<file path="config.mk">
export PLATFORM = sky130hd
export DESIGN_NAME = alu8_seq
export DESIGN_NICKNAME = d
export VERILOG_FILES = /design/src/rtl/alu8_pkg.sv /design/src/rtl/alu8.sv /design/src/rtl/alu8_seq.sv
export SDC_FILE = /design/constraint.sdc
export NUM_CORES = 1
export LEC_CHECK = 0
export CORE_MARGIN = 4
export CORE_UTILIZATION = 56
export DETAILED_ROUTE_END_ITERATION = 10
export PLACE_DENSITY = 0.9
export SLEW_MARGIN = 10
export SYNTH_ARGS = -nofsm -noshare
export SYNTH_HDL_FRONTEND = slang
export SYNTH_HIERARCHICAL = 1
export SYNTH_SLANG_ARGS = --single-unit
export TNS_END_PERCENT = 20
</file>
<file path="constraint.sdc">
create_clock -name clk -period 5.4 [get_ports clk]
set_clock_uncertainty 0.15 [all_clocks]
set_input_delay 0.81 -clock clk [delete_from_list [all_inputs] [get_ports clk]]
set_output_delay 0.81 -clock clk [all_outputs]
set_load 0.02 [all_outputs]
</file>
<file path="src/rtl/alu8_pkg.sv">
// Shared definitions for the 8-bit ALU and its multi-byte sequencer:
// op field layout, named ops, flag bit positions and sequencer states.
package alu8_pkg;

    localparam int OP_K   = 3;
    localparam int OP_I   = 2;
    localparam int OP_J   = 1;
    localparam int OP_CIN = 0;

    localparam logic [3:0] OP_ADD = 4'b1100;
    localparam logic [3:0] OP_SUB = 4'b1111;
    localparam logic [3:0] OP_AND = 4'b0000;
    localparam logic [3:0] OP_OR  = 4'b0100;
    localparam logic [3:0] OP_XOR = 4'b0010;

    localparam int FLG_C = 3;
    localparam int FLG_Z = 2;
    localparam int FLG_V = 1;
    localparam int FLG_N = 0;

    typedef enum logic [1:0] {
        IDLE = 2'd0,
        RUN  = 2'd1,
        DONE = 2'd2
    } state_t;

    // One bit of the second adder operand after B-modification:
    // i=1 selects B (j inverts it), i=0 selects the constant j.
    function automatic logic eff_b_bit(input logic i, input logic j, input logic b);
        return i ? (b ^ j) : j;
    endfunction

endpackage

</file>
<file path="src/rtl/alu8.sv">
// 8-bit ALU: add-with-modified-B when k=1, AND/OR/XOR when k=0.
// The adder always runs, so o_c_out is meaningful only for arithmetic ops.
module alu8
    import alu8_pkg::*;
(
    input  logic [7:0] i_a,
    input  logic [7:0] i_b,
    input  logic [3:0] i_op,
    output logic [7:0] o_y,
    output logic       o_c_out
);

    logic [7:0] w_bx;
    logic [8:0] w_sum;

    generate
        for (genvar gi = 0; gi < 8; gi++) begin : g_bx
            assign w_bx[gi] = eff_b_bit(i_op[OP_I], i_op[OP_J], i_b[gi]);
        end
    endgenerate

    assign w_sum   = {1'b0, i_a} + {1'b0, w_bx} + {8'b0, i_op[OP_CIN]};
    assign o_c_out = w_sum[8];

    always_comb begin
        o_y = i_a & i_b;
        if (i_op[OP_K]) begin
            o_y = w_sum[7:0];
        end else if (i_op[OP_J]) begin
            o_y = i_a ^ i_b;
        end else if (i_op[OP_I]) begin
            o_y = i_a | i_b;
        end
    end

endmodule

</file>
<file path="src/rtl/alu8_seq.sv">
// Multi-precision sequencer: runs one NBYTES-wide op byte-serially (LSB first)
// through a single alu8, chaining carry between bytes and aggregating NZVC.
module alu8_seq
    import alu8_pkg::*;
#(
    parameter int NBYTES = 4
) (
    input  logic                  clk,
    input  logic                  rst_n,
    input  logic                  start,
    input  logic [3:0]            op,
    input  logic [8*NBYTES-1:0]   a,
    input  logic [8*NBYTES-1:0]   b,
    output logic                  ready,
    output logic                  done,
    output logic [8*NBYTES-1:0]   res,
    output logic [3:0]            flg
);

    localparam int              W        = 8 * NBYTES;
    localparam int              IW       = $clog2(NBYTES);
    localparam logic [IW-1:0]   LAST_IDX = IW'(NBYTES - 1);

    state_t             r_state;
    state_t             w_state_next;
    logic [IW-1:0]      r_idx;
    logic               r_carry;
    logic               r_zacc;
    logic [W-1:0]       r_a;
    logic [W-1:0]       r_b;
    logic [2:0]         r_kij;
    logic [7:0]         r_res [NBYTES];
    logic [3:0]         r_flg;

    logic [7:0]         w_a_bytes [NBYTES];
    logic [7:0]         w_b_bytes [NBYTES];
    logic [7:0]         w_y;
    logic               w_c;
    logic               w_last;
    logic               w_bx_msb;
    logic [3:0]         w_flg_final;

    generate
        for (genvar gi = 0; gi < NBYTES; gi++) begin : g_bytes
            assign w_a_bytes[gi]      = r_a[8*gi +: 8];
            assign w_b_bytes[gi]      = r_b[8*gi +: 8];
            assign res[8*gi +: 8]     = r_res[gi];
        end
    endgenerate

    alu8 u_alu8 (
        .i_a     (w_a_bytes[r_idx]),
        .i_b     (w_b_bytes[r_idx]),
        .i_op    ({r_kij, r_carry}),
        .o_y     (w_y),
        .o_c_out (w_c)
    );

    assign w_last   = (r_idx == LAST_IDX);
    assign w_bx_msb = eff_b_bit(r_kij[OP_I-1], r_kij[OP_J-1], r_b[W-1]);

    // Flags only matter on the last byte; Z folds in all earlier result bytes.
    always_comb begin
        w_flg_final        = '0;
        w_flg_final[FLG_N] = w_y[7];
        w_flg_final[FLG_Z] = r_zacc & (w_y == 8'h00);
        if (r_kij[OP_K-1]) begin
            w_flg_final[FLG_C] = w_c;
            w_flg_final[FLG_V] = (r_a[W-1] & w_bx_msb & ~w_y[7]) |
                                 (~r_a[W-1] & ~w_bx_msb & w_y[7]);
        end
    end

    always_ff @(posedge clk) begin
        if (!rst_n) begin
            r_state <= IDLE;
            r_idx   <= '0;
            r_carry <= 1'b0;
            r_zacc  <= 1'b0;
            r_a     <= '0;
            r_b     <= '0;
            r_kij   <= '0;
            r_flg   <= '0;
            for (int n = 0; n < NBYTES; n++) begin
                r_res[n] <= '0;
            end
        end else begin
            r_state <= w_state_next;
            case (r_state)
                IDLE: begin
                    if (start) begin
                        r_a     <= a;
                        r_b     <= b;
                        r_kij   <= op[3:1];
                        r_carry <= op[OP_CIN];
                        r_idx   <= '0;
                        r_zacc  <= 1'b1;
                    end
                end
                RUN: begin
                    r_res[r_idx] <= w_y;
                    r_carry      <= w_c;
                    r_zacc       <= r_zacc & (w_y == 8'h00);
                    r_idx        <= r_idx + 1'b1;
                    if (w_last) begin
                        r_flg <= w_flg_final;
                    end
                end
                default: ;
            endcase
        end
    end

    always_comb begin
        w_state_next = r_state;
        case (r_state)
            IDLE:    if (start)  w_state_next = RUN;
            RUN:     if (w_last) w_state_next = DONE;
            DONE:    w_state_next = IDLE;
            default: w_state_next = IDLE;
        endcase
    end

    always_comb begin
        ready = (r_state == IDLE);
        done  = (r_state == DONE);
    end

    assign flg = r_flg;

endmodule

</file>
# --- Word level (Yosys, flattened, before mapping) ---
# Memory sizes are Yosys's and may differ from the RTL's.
# Cells that the tools add are included.
totals:
  ramBits: 32
  output_inout_bits: 38
  register_bits: 77
  mem_bits_ro: 0
  elab_cells: 84
  latchBits: 0
  mem_count: 1
  inputBits: 71
classes:
  n_eq_ne: 5
  n_mul: 0
  n_mux: 36
  magnitude_cmp: 1
  shifts: 0
  n_reduce_logical: 8
  div: 0
  addsub: 3
  bitwise_logic: 22
memory_table:
  columns: ["memory", "depth", "width", "rd", "rd_ports_with_merged_regs", "write_ports", "line_no", "source"]
  rows:
  - ["r_res", 4, 8, 4, 0, 4, "alu8_seq.sv:32", "logic [7:0] r_res [NBYTES];"]
ops:
  columns: ["operator", "n"]
  rows:
  - ["$mux W8", 8]
  - ["$bmux W8 S2", 2]
  - ["$mux W1", 18]
  - ["$add A8 B8 Y9", 1]
  - ["$add A9 B1 Y9", 1]
  - ["$xor A1 B1 Y1", 9]
  - ["$and A8 B8 Y8", 1]
  - ["$logic_not A8 Y1", 1]
  - ["$mux W2", 4]
  - ["$or A8 B8 Y8", 1]
  - ["$pmux W2 S2", 2]
  - ["$reduce_and A2 Y1", 4]
  - ["$reduce_or A8 Y1", 1]
  - ["$xor A8 B8 Y8", 1]
  - ["$and A1 B1 Y1", 5]
  - ["$eq A2 B2 Y1 const B", 2]
  - ["$ne A2 B2 Y1 const B", 2]
  - ["$pmux W1 S2", 2]
  - ["$ge A3 B3 Y1 const B", 1]
  - ["$not A1 Y1", 3]
  - ["$not A2 Y3", 1]
  - ["$add A2 B1 Y2 const B", 1]
  - ["$eq A2 B1 Y1 const B", 1]
  - ["$logic_not A2 Y1", 1]
  - ["other kinds (2)", 2]

# --- Logic depth before layout (Yosys ltp) ---
# Gate-level depths: netlist (run 1).
depth:
  ltp_word: 13
  depth_mapped: 16
  mapped_depth_nobuf: 14

# --- By module ---
# The synthesis (run 1) kept the hierarchy.
by_module_without_submodules:
  columns: ["module", "area_each_um2", "instances", "seq_area_each_um2", "cells_each"]
  rows:
  - ["alu8_seq", 4609.4, 1, 2502.4, 443]
  - ["alu8", 979.7, 1, 0.0, 142]

# --- Worst setup path after synthesis (run 1) ---
# OpenSTA, ideal clock, no wires.
synth_path:
  kind: "register to register"
  startpoint: "reg r_idx[0]"
  endpoint: "reg r_flg[2] (netlist: flg[2])"
  period_less_slack_ps: 3664
  setup_slack_ps: 1736
  t_required_ps: 5192
  n_path_buf: 2
  setup_ps: 58
  arrival_time_ps: 3456
  path_stages_with_launch: 17
  cell_sequence: "dfxtp_1 buf_4 buf_6 mux4_2 nand2_1 xor2_1 fa_1 fa_1 nand2b_2 a21oi_1 o21a_1 o21ai_0 a31o_1 nor3b_1 nand3_1 nor2_1 o21a_1"
synth_between:
  elab_chain_len: 11
  elab_cells_between_ends: 35
  cone_classes: "add/sub: 2; eq/ne: 1; mux: 17; bitwise: 13; reduce/logical: 2"
synth_lines:
  columns: ["element", "line_no", "source"]
  rows:
  - ["start, declared", "alu8_seq.sv:26", "logic [IW-1:0] r_idx;"]
  - ["start signal, assigned", "alu8_seq.sv:104", "r_idx <= r_idx + 1'b1;"]
  - ["$not A2 Y3 (implied by the code) (*)", "alu8_seq.sv:52, alu8_seq.sv:53", null]
  - ["$bmux W8 S2", "alu8_seq.sv:53", ".i_b (w_b_bytes[r_idx]),"]
  - ["$mux W8 (implied by the code) (2 in series)", "alu8_seq.sv:53", null]
  - ["$xor A1 B1 Y1", "alu8_pkg.sv:30", "return i ? (b ^ j) : j;"]
  - ["$mux W1", "alu8_pkg.sv:30", null]
  - ["$add A8 B8 Y9", "alu8.sv:22", "assign w_sum = {1'b0, i_a} + {1'b0, w_bx} + {8'b0, i_op[OP_CIN]};"]
  - ["$add A9 B1 Y9", "alu8.sv:22", null]
  - ["$mux W8 (*)", "alu8.sv:27", "if (i_op[OP_K]) begin"]
  - ["named net w_y[6]", "alu8_seq.sv:37", "logic [7:0] w_y;"]
  - ["$logic_not A8 Y1 (*)", "alu8_seq.sv:66", "w_flg_final[FLG_Z] = r_zacc & (w_y == 8'h00);"]
  - ["$and A1 B1 Y1 (*)", "alu8_seq.sv:66", null]
  - ["end signal, assigned", "alu8_seq.sv:106", "r_flg <= w_flg_final;"]
  - ["end, declared", "alu8_seq.sv:33", "logic [3:0] r_flg;"]
# Mark *: on every way through the listed nets, which the timed path passes. The rest lies on a longest branch. The select of a mux whose other input is x is not followed.
# A chain may end at the register's enable or synchronous reset.

# --- Worst setup path in the final report (run 1) ---
# Ends and elaborated chain as after synthesis.

==> metrics.csv, run 1 <==
stage;metric;value;unit
run_status;status;completed;
routing;wire length reported by the detailed router;12.4;mm
global_route;final global-route overflow total;0;
synth;most instantiated library cell after synthesis;sky130_fd_sc_hd__nand2_1;
worst_hold_path;type of the most critical hold path;flop to flop;
floorplan;I/O pin count;109;
clock_tree;Clock Latency Late Sink;370;ps
routing;total DRC errors in the routed layout;0;
timing;final number of hold-violating endpoints;0;
timing;Setup Total Neg Slack;0;ps
final_layout;share of cells above drive strength 1;0.0607;
placement;RePlAce Congestion;0.930;
synth;Synth top area share;0.276;
pwr;largest voltage drop on the vdd net;0.000148;V
clock_tree;maximum buffer depth of the clock tree;2;
run;MaxCap Viol Count;0;
synth;top cells by instance count after synthesis;156 x sky130_fd_sc_hd__nand2_1, 77 x sky130_fd_sc_hd__dfxtp_1, 45 x sky130_fd_sc_hd__a21boi_0, 32 x sky130_fd_sc_hd__edfxtp_1, 29 x sky130_fd_sc_hd__a21boi_1;
final_layout;Syn-to-layout area delta;22.0;%
worst_setup_path;biggest fanout along the worst timing path;19;
worst_setup_path;endpoint type of the worst setup path;flop;
synth;Area contributors post-synth;sky130_fd_sc_hd__dfxtp_1 28%, sky130_fd_sc_hd__edfxtp_1 17%, sky130_fd_sc_hd__nand2_1 10%;
timing;worst-margin pin slew;1100;ps
synth;netlist area before placement;5590;um2
routing;drt initial violations;263;
final_layout;Net count, final;768;
synth;post-synthesis instance total;585;
floorplan;initial cell density of the core;0.574;
timing;setup-violating endpoint count in the final report;0;
synth;post-synth cell types;47;
clock_tree;TritonCTS Sinks;109;
placement;Placed Area;6640;um2
timing;shortest clock period the worst path allows after layout;3950;ps
worst_setup_path;worst endpoint required time;5510;ps
global_route;wire length of the first global-routing pass;20.1;mm
timing;RSZ-0062 raised after global routing;no;
final_layout;filler cell count;739;
clock_tree;root buffer selected by CTS;sky130_fd_sc_hd__clkbuf_8;
synth;syn avg cell area;9.55;um2
global_route;antenna violations before repair;0;
synth;proportion of register bits with asynchronous set or reset after synthesis;0;
floorplan;site row count;36;
worst_setup_path;arrival time of data at the critical path endpoint;4060;ps
pwr;power density of the placed cells;246;nW/um2
global_route;number of global-route vias before repair;4306;
global_route;gr usage total;0.215;
timing;fmax;253;MHz
placement;IO Port Bufs;108;
floorplan;die area;11600;um2
floorplan;DIE HEIGHT;108;um
routing;remaining antenna violation count;0;
floorplan;Core ar.;9730;um2
final_layout;area occupied by multi-input gates;2760;um2
synth;largest area contributor in the netlist;sky130_fd_sc_hd__dfxtp_1;
synth;Seq/Total Area, Yosys;0.448;
final_layout;FF/Latch Area;2500;um2
clock_tree;clock tree from TritonCTS;yes;
synth;syn_nets;682;
clock_tree;# hold bufs at CTS;0;
pwr;overall power consumption;1.68;mW
routing;detailed-route via count;4385;
final_layout;antenna cells;0;
timing;tightest slew margin relative to the limit;0.264;
clock_tree;CTS Buf Count;9;
timing;share of the clock period used by the worst path;0.731;
global_route;pin count of the biggest net entering global routing;91;
routing;routed via count divided by cell count;5.42;
routing;first-pass detailed-route iteration total;7;
clock_tree;CTS-repair resized insts;0;
synth;predominant post-synthesis flop cell;sky130_fd_sc_hd__dfxtp_1;
floorplan;Die X-Extent;108;um
synth;warning count from the yosys run;6;
placement;worst setup slack before clock tree synthesis;1540;ps
timing;Slew Viols, Final;0;
clock_tree;Setup Buffers After CTS;0;
final_layout;post-route core utilization;0.701;
clock_tree;clk slew on worst S/H paths;100;ps
timing;Final WS setup;1450;ps
final_layout;post-route design area;6820;um2
worst_setup_path;startpoint-to-endpoint class of the critical path;flop to flop;
clock_tree;H-Tree Depth;3;
placement;Final HPWL DP;9.41;mm
synth;number of flops mapped to enable cells by yosys;32;
pwr;P_leak;2.64;nW
synth;register bit total from synthesis;109;
worst_setup_path;startpoint types;flop;
routing;Routed WL per cell;15.4;um
==> final cells by class <==
| class | count | area share |
|---|---|---|
| clock inverter | 7 | 0.00752 |
| sequential | 109 | 0.367 |
| inverter | 27 | 0.0149 |
| multi-input combinational | 411 | 0.405 |
| timing repair buffer | 113 | 0.163 |
| tap | 133 | 0.0244 |
| clock buffer | 9 | 0.0182 |
==> layer usage <==
metal / part of all wire / vias up / routed length, um / GRT usage
li1: - / 2157 / - / -
met1: 0.42 / 2025 / 5170 / 0.270
met2: 0.50 / 179 / 6250 / 0.374
met3: 0.060 / 24 / 742 / 0.0318
met4: 0.021 / 0 / 265 / 0.0848
met5: 0 / - / 0 / 0
==> cells in the final DEF, fill, tap and decap left out, types with 16 or more instances in the layout <==
cell type	count
sky130_fd_sc_hd__mux4_2	16
sky130_fd_sc_hd__dfxtp_1	77
sky130_fd_sc_hd__ha_1	24
sky130_fd_sc_hd__nand2_1	155
sky130_fd_sc_hd__a21boi_0	45
sky130_fd_sc_hd__inv_1	27
sky130_fd_sc_hd__edfxtp_1	32
sky130_fd_sc_hd__and3_1	20
sky130_fd_sc_hd__a21boi_1	29
sky130_fd_sc_hd__clkdlybuf4s50_1	107
sky130_fd_sc_hd__and2_1	17
==> stage by stage <==
step | cells | hold WS (ps)
floorplan | 585 | 282
global placement | 793 | 289
detailed placement | 793 | 295
CTS | 809 | 310
global route | 809 | 325
finish | 809 | 309
==> worst max-delay path, cell delays in order (launching register included) <==
cell	delay (ps)
sky130_fd_sc_hd__dfxtp_1	450
sky130_fd_sc_hd__buf_4	360
sky130_fd_sc_hd__mux4_2	590
sky130_fd_sc_hd__nand2_1	110
sky130_fd_sc_hd__xnor2_1	140
sky130_fd_sc_hd__ha_1	320
sky130_fd_sc_hd__o21a_1	200
sky130_fd_sc_hd__o31ai_1	130
sky130_fd_sc_hd__a21boi_1	180
sky130_fd_sc_hd__mux2i_1	150
sky130_fd_sc_hd__a311oi_1	540
sky130_fd_sc_hd__nor4_1	150
sky130_fd_sc_hd__nand3_1	140
sky130_fd_sc_hd__nor2_1	50
sky130_fd_sc_hd__o21a_1	170
==> cell families (layout without fill, tap and decap cells) <==
family                     after synthesis  count (layout)  synth area share
muxes                                   26              26            0.0824
buffers and inverters                   65             156            0.0598
and+or+nand+nor                        240             240             0.195
xor gates and xnor gates                 9               9            0.0141
DFF                                    109             109             0.448
adders and majority gates               26              26            0.0609
AOI/OAI and AO/OA                      110             110             0.141
==> power breakdown <==
part / switching, mW / leakage (nW) / internal, mW
registers: 0.0257 / 0.964 / 0.885
logic: 0.167 / 1.59 / 0.152
clock network: 0.279 / 0.0824 / 0.170
==> state kept, by name, summed over array words and instances (netlist names), 2 cells and up <==
register and flops:
flg 4, r_a 32, r_b 32, r_idx 2
r_kij 3, r_res 32, r_state 2
==> final timing paths <==
path / endpoint / slack (ps) / startpoint / depth (start not counted)
min: r_a[26]$_SDFFE_PN0P_ / 310 / r_a[26]$_SDFFE_PN0P_ / 2
min reg2reg: r_a[26]$_SDFFE_PN0P_ / 310 / r_a[26]$_SDFFE_PN0P_ / 2
max reg2reg: flg[2]$_SDFFE_PN0P_ / 1450 / r_idx[0]$_SDFFE_PN0P_ / 14
max: flg[2]$_SDFFE_PN0P_ / 1450 / r_idx[0]$_SDFFE_PN0P_ / 14
Power figures use the tool's default switching activity.
==> inputs of run 2 (changes only) <==
--- a/config.mk
+++ b/config.mk
@@ -6,9 +6,9 @@
 export NUM_CORES = 1
 export LEC_CHECK = 0
 export CORE_MARGIN = 4
-export CORE_UTILIZATION = 56
+export CORE_UTILIZATION = 47
 export DETAILED_ROUTE_END_ITERATION = 10
-export PLACE_DENSITY = 0.9
+export PLACE_DENSITY = 0.81
 export SLEW_MARGIN = 10
 export SYNTH_ARGS = -nofsm -noshare
 export SYNTH_HDL_FRONTEND = slang
==> constraint.sdc (replaced) <==
create_clock -name clk -period 3.43 [get_ports clk]
set_clock_uncertainty 0.15 [all_clocks]
set_input_delay 0.5145 -clock clk [delete_from_list [all_inputs] [get_ports clk]]
set_output_delay 0.5145 -clock clk [all_outputs]
set_load 0.02 [all_outputs]
==> run 2 against run 1 <==
Net effect:
- register-to-register slack got worse by 1400 ps
- utilization is 7.4 points lower
- count of clock-buffer cells in the layout rose by 2
- power up 80%
- clock power up 130%
- largest power group unchanged
- highest routed layer unchanged
==> metrics.csv, run 2 (synthesis results as in run 1) <==
stage;metric;value;unit;change
run_status;status;completed;;
worst_setup_path;FF-to-FF End;flg[2]$_SDFFE_PN0P_;;
worst_hold_path;endpoint with the worst hold slack;r_a[14]$_SDFFE_PN0P_;;
floorplan;Die X-Extent;117;um;+8.5%
pwr;net switching component of the power;792;uW;+68%
final_layout;highest-count cells in the layout ignoring fill and taps;153 x sky130_fd_sc_hd__nand2_1, 107 x sky130_fd_sc_hd__clkdlybuf4s50_1, 76 x sky130_fd_sc_hd__dfxtp_1;;
timing;shortest clock period the worst path allows after layout;3330;ps;-614 ps
timing;Setup Total Neg Slack;0;ps;unchanged
routing;drt initial violations;202;;-23%
worst_hold_path;source of the worst hold timing path;r_a[14]$_SDFFE_PN0P_;;
timing;worst-margin pin slew;719;ps;-385 ps
final_layout;Syn-to-layout area delta;29.1;%;
worst_setup_path;startpoint of the lowest-slack register-to-register path;r_idx[0]$_SDFFE_PN0P_;;
global_route;antenna violations before repair;0;;unchanged
final_layout;commonest non-fill, non-tap cell in the layout;sky130_fd_sc_hd__nand2_1;;
timing;Final WS setup;98.6;ps;-1360 ps
clock_tree;H-Tree Depth;3;;unchanged
floorplan;Core ar.;11500;um2;+18%
pwr;proportion of power drawn by combinational gates;0.181;;-0.009
clock_tree;maximum buffer depth of the clock tree;2;;unchanged
clock_tree;clk slew on worst S/H paths;70;ps;-30 ps
worst_setup_path;startpoint types;flop;;
timing;setup-violating endpoint count in the final report;0;;unchanged
pwr;internal power contribution;2.23;mW;+85%
worst_setup_path;slowest stage cell, crit path;sky130_fd_sc_hd__mux4_2;;
pwr;sequential share of power;0.475;;-0.068
worst_setup_path;cell-by-cell listing of the critical path;mux4_2 > nand2_2 > xor2_2 > fa_2 > fa_2 > nand2b_4 > a21oi_4 > o21a_1 > or3_1 > a31o_1 > nor3b_2 > nand3_1 > nor2_1 > o21a_1;;
pwr;clock network fraction of design power;0.344;;+0.077
pwr;power density of the placed cells;419;nW/um2;+70%
final_layout;share of cells above drive strength 1;0.114;;+0.0533
worst_setup_path;endpoint type of the worst setup path;flop;;
clock_tree;clock tree from TritonCTS;yes;;
floorplan;I/O pin count;109;;unchanged
worst_setup_path;logic depth of the worst register-to-register path;14;;unchanged
worst_setup_path;sum of buffers and inverters on the critical path;0;;-1
timing;tightest slew margin relative to the limit;0.517;;+0.253
final_layout;Net count, final;794;;+3.4%
clock_tree;Clock Latency Late Sink;360;ps;about the same
routing;wire length reported by the detailed router;12.7;mm;+2.4%
placement;IO Port Bufs;108;;unchanged
pwr;largest voltage drop on the vdd net;0.000267;V;+80%
floorplan;initial cell density of the core;0.485;;-0.0891
pwr;P_leak;2.85;nW;+8.0%
floorplan;DIE HEIGHT;117;um;+8.5%
worst_setup_path;biggest fanout along the worst timing path;4;;-15
routing;remaining antenna violation count;0;;unchanged
floorplan;die area;13700;um2;+18%
timing;share of the clock period used by the worst path;0.971;;+0.241
global_route;number of global-route vias before repair;4475;;+3.9%
global_route;pin count of the biggest net entering global routing;75;;-18%
pwr;Switching Share;0.262;;-0.0189
worst_setup_path;arrival time of data at the critical path endpoint;3470;ps;-590 ps
worst_hold_path;number of cells on the worst hold path;2;;unchanged
worst_setup_path;worst endpoint required time;3570;ps;-1940 ps
final_layout;antenna cells;0;;unchanged
floorplan;site row count;39;;+8.3%
worst_setup_path;kind of cell with the highest combined delay on the critical path;simple AND/OR/NAND/NOR gates;;
routing;routed via count divided by cell count;5.27;;-2.8%
run;MaxCap Viol Count;0;;unchanged
clock_tree;CTS Buf Count;9;;unchanged
routing;total DRC errors in the routed layout;0;;unchanged
timing;final number of hold-violating endpoints;0;;unchanged
worst_setup_path;delay of the slowest cell on the worst path;520;ps;-70 ps
global_route;wire length of the first global-routing pass;21.0;mm;+4.7%
routing;Routed WL per cell;15.1;um;-1.9%
clock_tree;TritonCTS Sinks;109;;unchanged
final_layout;top flop regs;r_a (32), r_b (32), r_res (32);;
routing;detailed-route via count;4451;;+1.5%
placement;Final HPWL DP;9.57;mm;+1.7%
global_route;gr usage total;0.195;;-0.0207
placement;RePlAce Congestion;0.849;;-8.7%
routing;first-pass detailed-route iteration total;4;;-3
timing;Slew Viols, Final;0;;unchanged
worst_setup_path;startpoint-to-endpoint class of the critical path;flop to flop;;
timing;fmax;300;MHz;+18%
global_route;final global-route overflow total;0;;unchanged
clock_tree;root buffer selected by CTS;sky130_fd_sc_hd__clkbuf_16;;
worst_hold_path;type of the most critical hold path;flop to flop;;
placement;worst setup slack before clock tree synthesis;-8.67;ps;-1540 ps
timing;RSZ-0062 raised after global routing;yes;;
worst_setup_path;reg-to-reg setup timing slack;100;ps;-1360 ps
## run 2: worst max path at each step
| stage | cells past startpoint | from | slack [ps] | to |
|---|---|---|---|---|
| after CTS | 14 | r_idx[0]$_SDFFE_PN0P_ | 10 | flg[2]$_SDFFE_PN0P_ |
| after detailed placement | 14 | r_idx[0]$_SDFFE_PN0P_ | -9 | flg[2]$_SDFFE_PN0P_ |
| after floorplan | 16 | r_idx[0]$_SDFFE_PN0P_ | -20 | flg[2]$_SDFFE_PN0P_ |
| after global placement | 14 | r_idx[0]$_SDFFE_PN0P_ | 80 | flg[2]$_SDFFE_PN0P_ |
| after global routing | 14 | r_idx[0]$_SDFFE_PN0P_ | -80 | flg[2]$_SDFFE_PN0P_ |
| final | 14 | r_idx[0]$_SDFFE_PN0P_ | 100 | flg[2]$_SDFFE_PN0P_ |
## run 2: area by class of cell
type,count,area [um2]
fill,995,4300
multi-input combinational,411,2810
sequential,109,2510
timing repair buffer,139,1320
clock buffer,11,264
tap,143,179
inverter,27,101
clock inverter,5,38.8
## run 2: stage by stage
stage	cells	total power [mW]	util	hold slack [ps]	cell area (um2)
2_1_floorplan	585	1.78	-	282	5610
3_3_place_gp	817	1.97	0.589	290	6780
3_5_place_dp	817	1.98	0.589	296	6780
4_1_cts	833	3.02	0.616	306	7090
5_1_grt	845	3.14	0.627	331	7220
6_report	845	3.02	0.627	305	7220
## run 2: power by group through the flow
stage	Sequential [mW]	Clock (mW)	Combinational, mW
6_report	1.43	1.04	0.547
5_1_grt	1.44	1.10	0.605
4_1_cts	1.43	1.06	0.524
3_5_place_dp	1.46	0	0.519
3_3_place_gp	1.46	0	0.507
2_1_floorplan	1.47	0	0.307
## run 2: worst min-delay path: cells and delay by family (launching register included)
kind	cells	cell delay, ps
DFF	1	310
and+or+nand+nor	1	50
AOI/OAI and AO/OA	1	50
## run 2: routing by layer
metal | vias up | track usage | share of wire
li1 | 2206 | - | -
met1 | 2080 | 0.245 | 0.43
met2 | 146 | 0.330 | 0.48
met3 | 19 | 0.0355 | 0.064
met4 | 0 | 0.0818 | 0.020
met5 | - | 0 | 0
## run 2: what timing repair did
action,in CTS,in global routing
pin swaps,0,6
gates resized for setup,2,10
buffers inserted,0,12
hold buffers,0,0
setup endpoints to repair,1,15
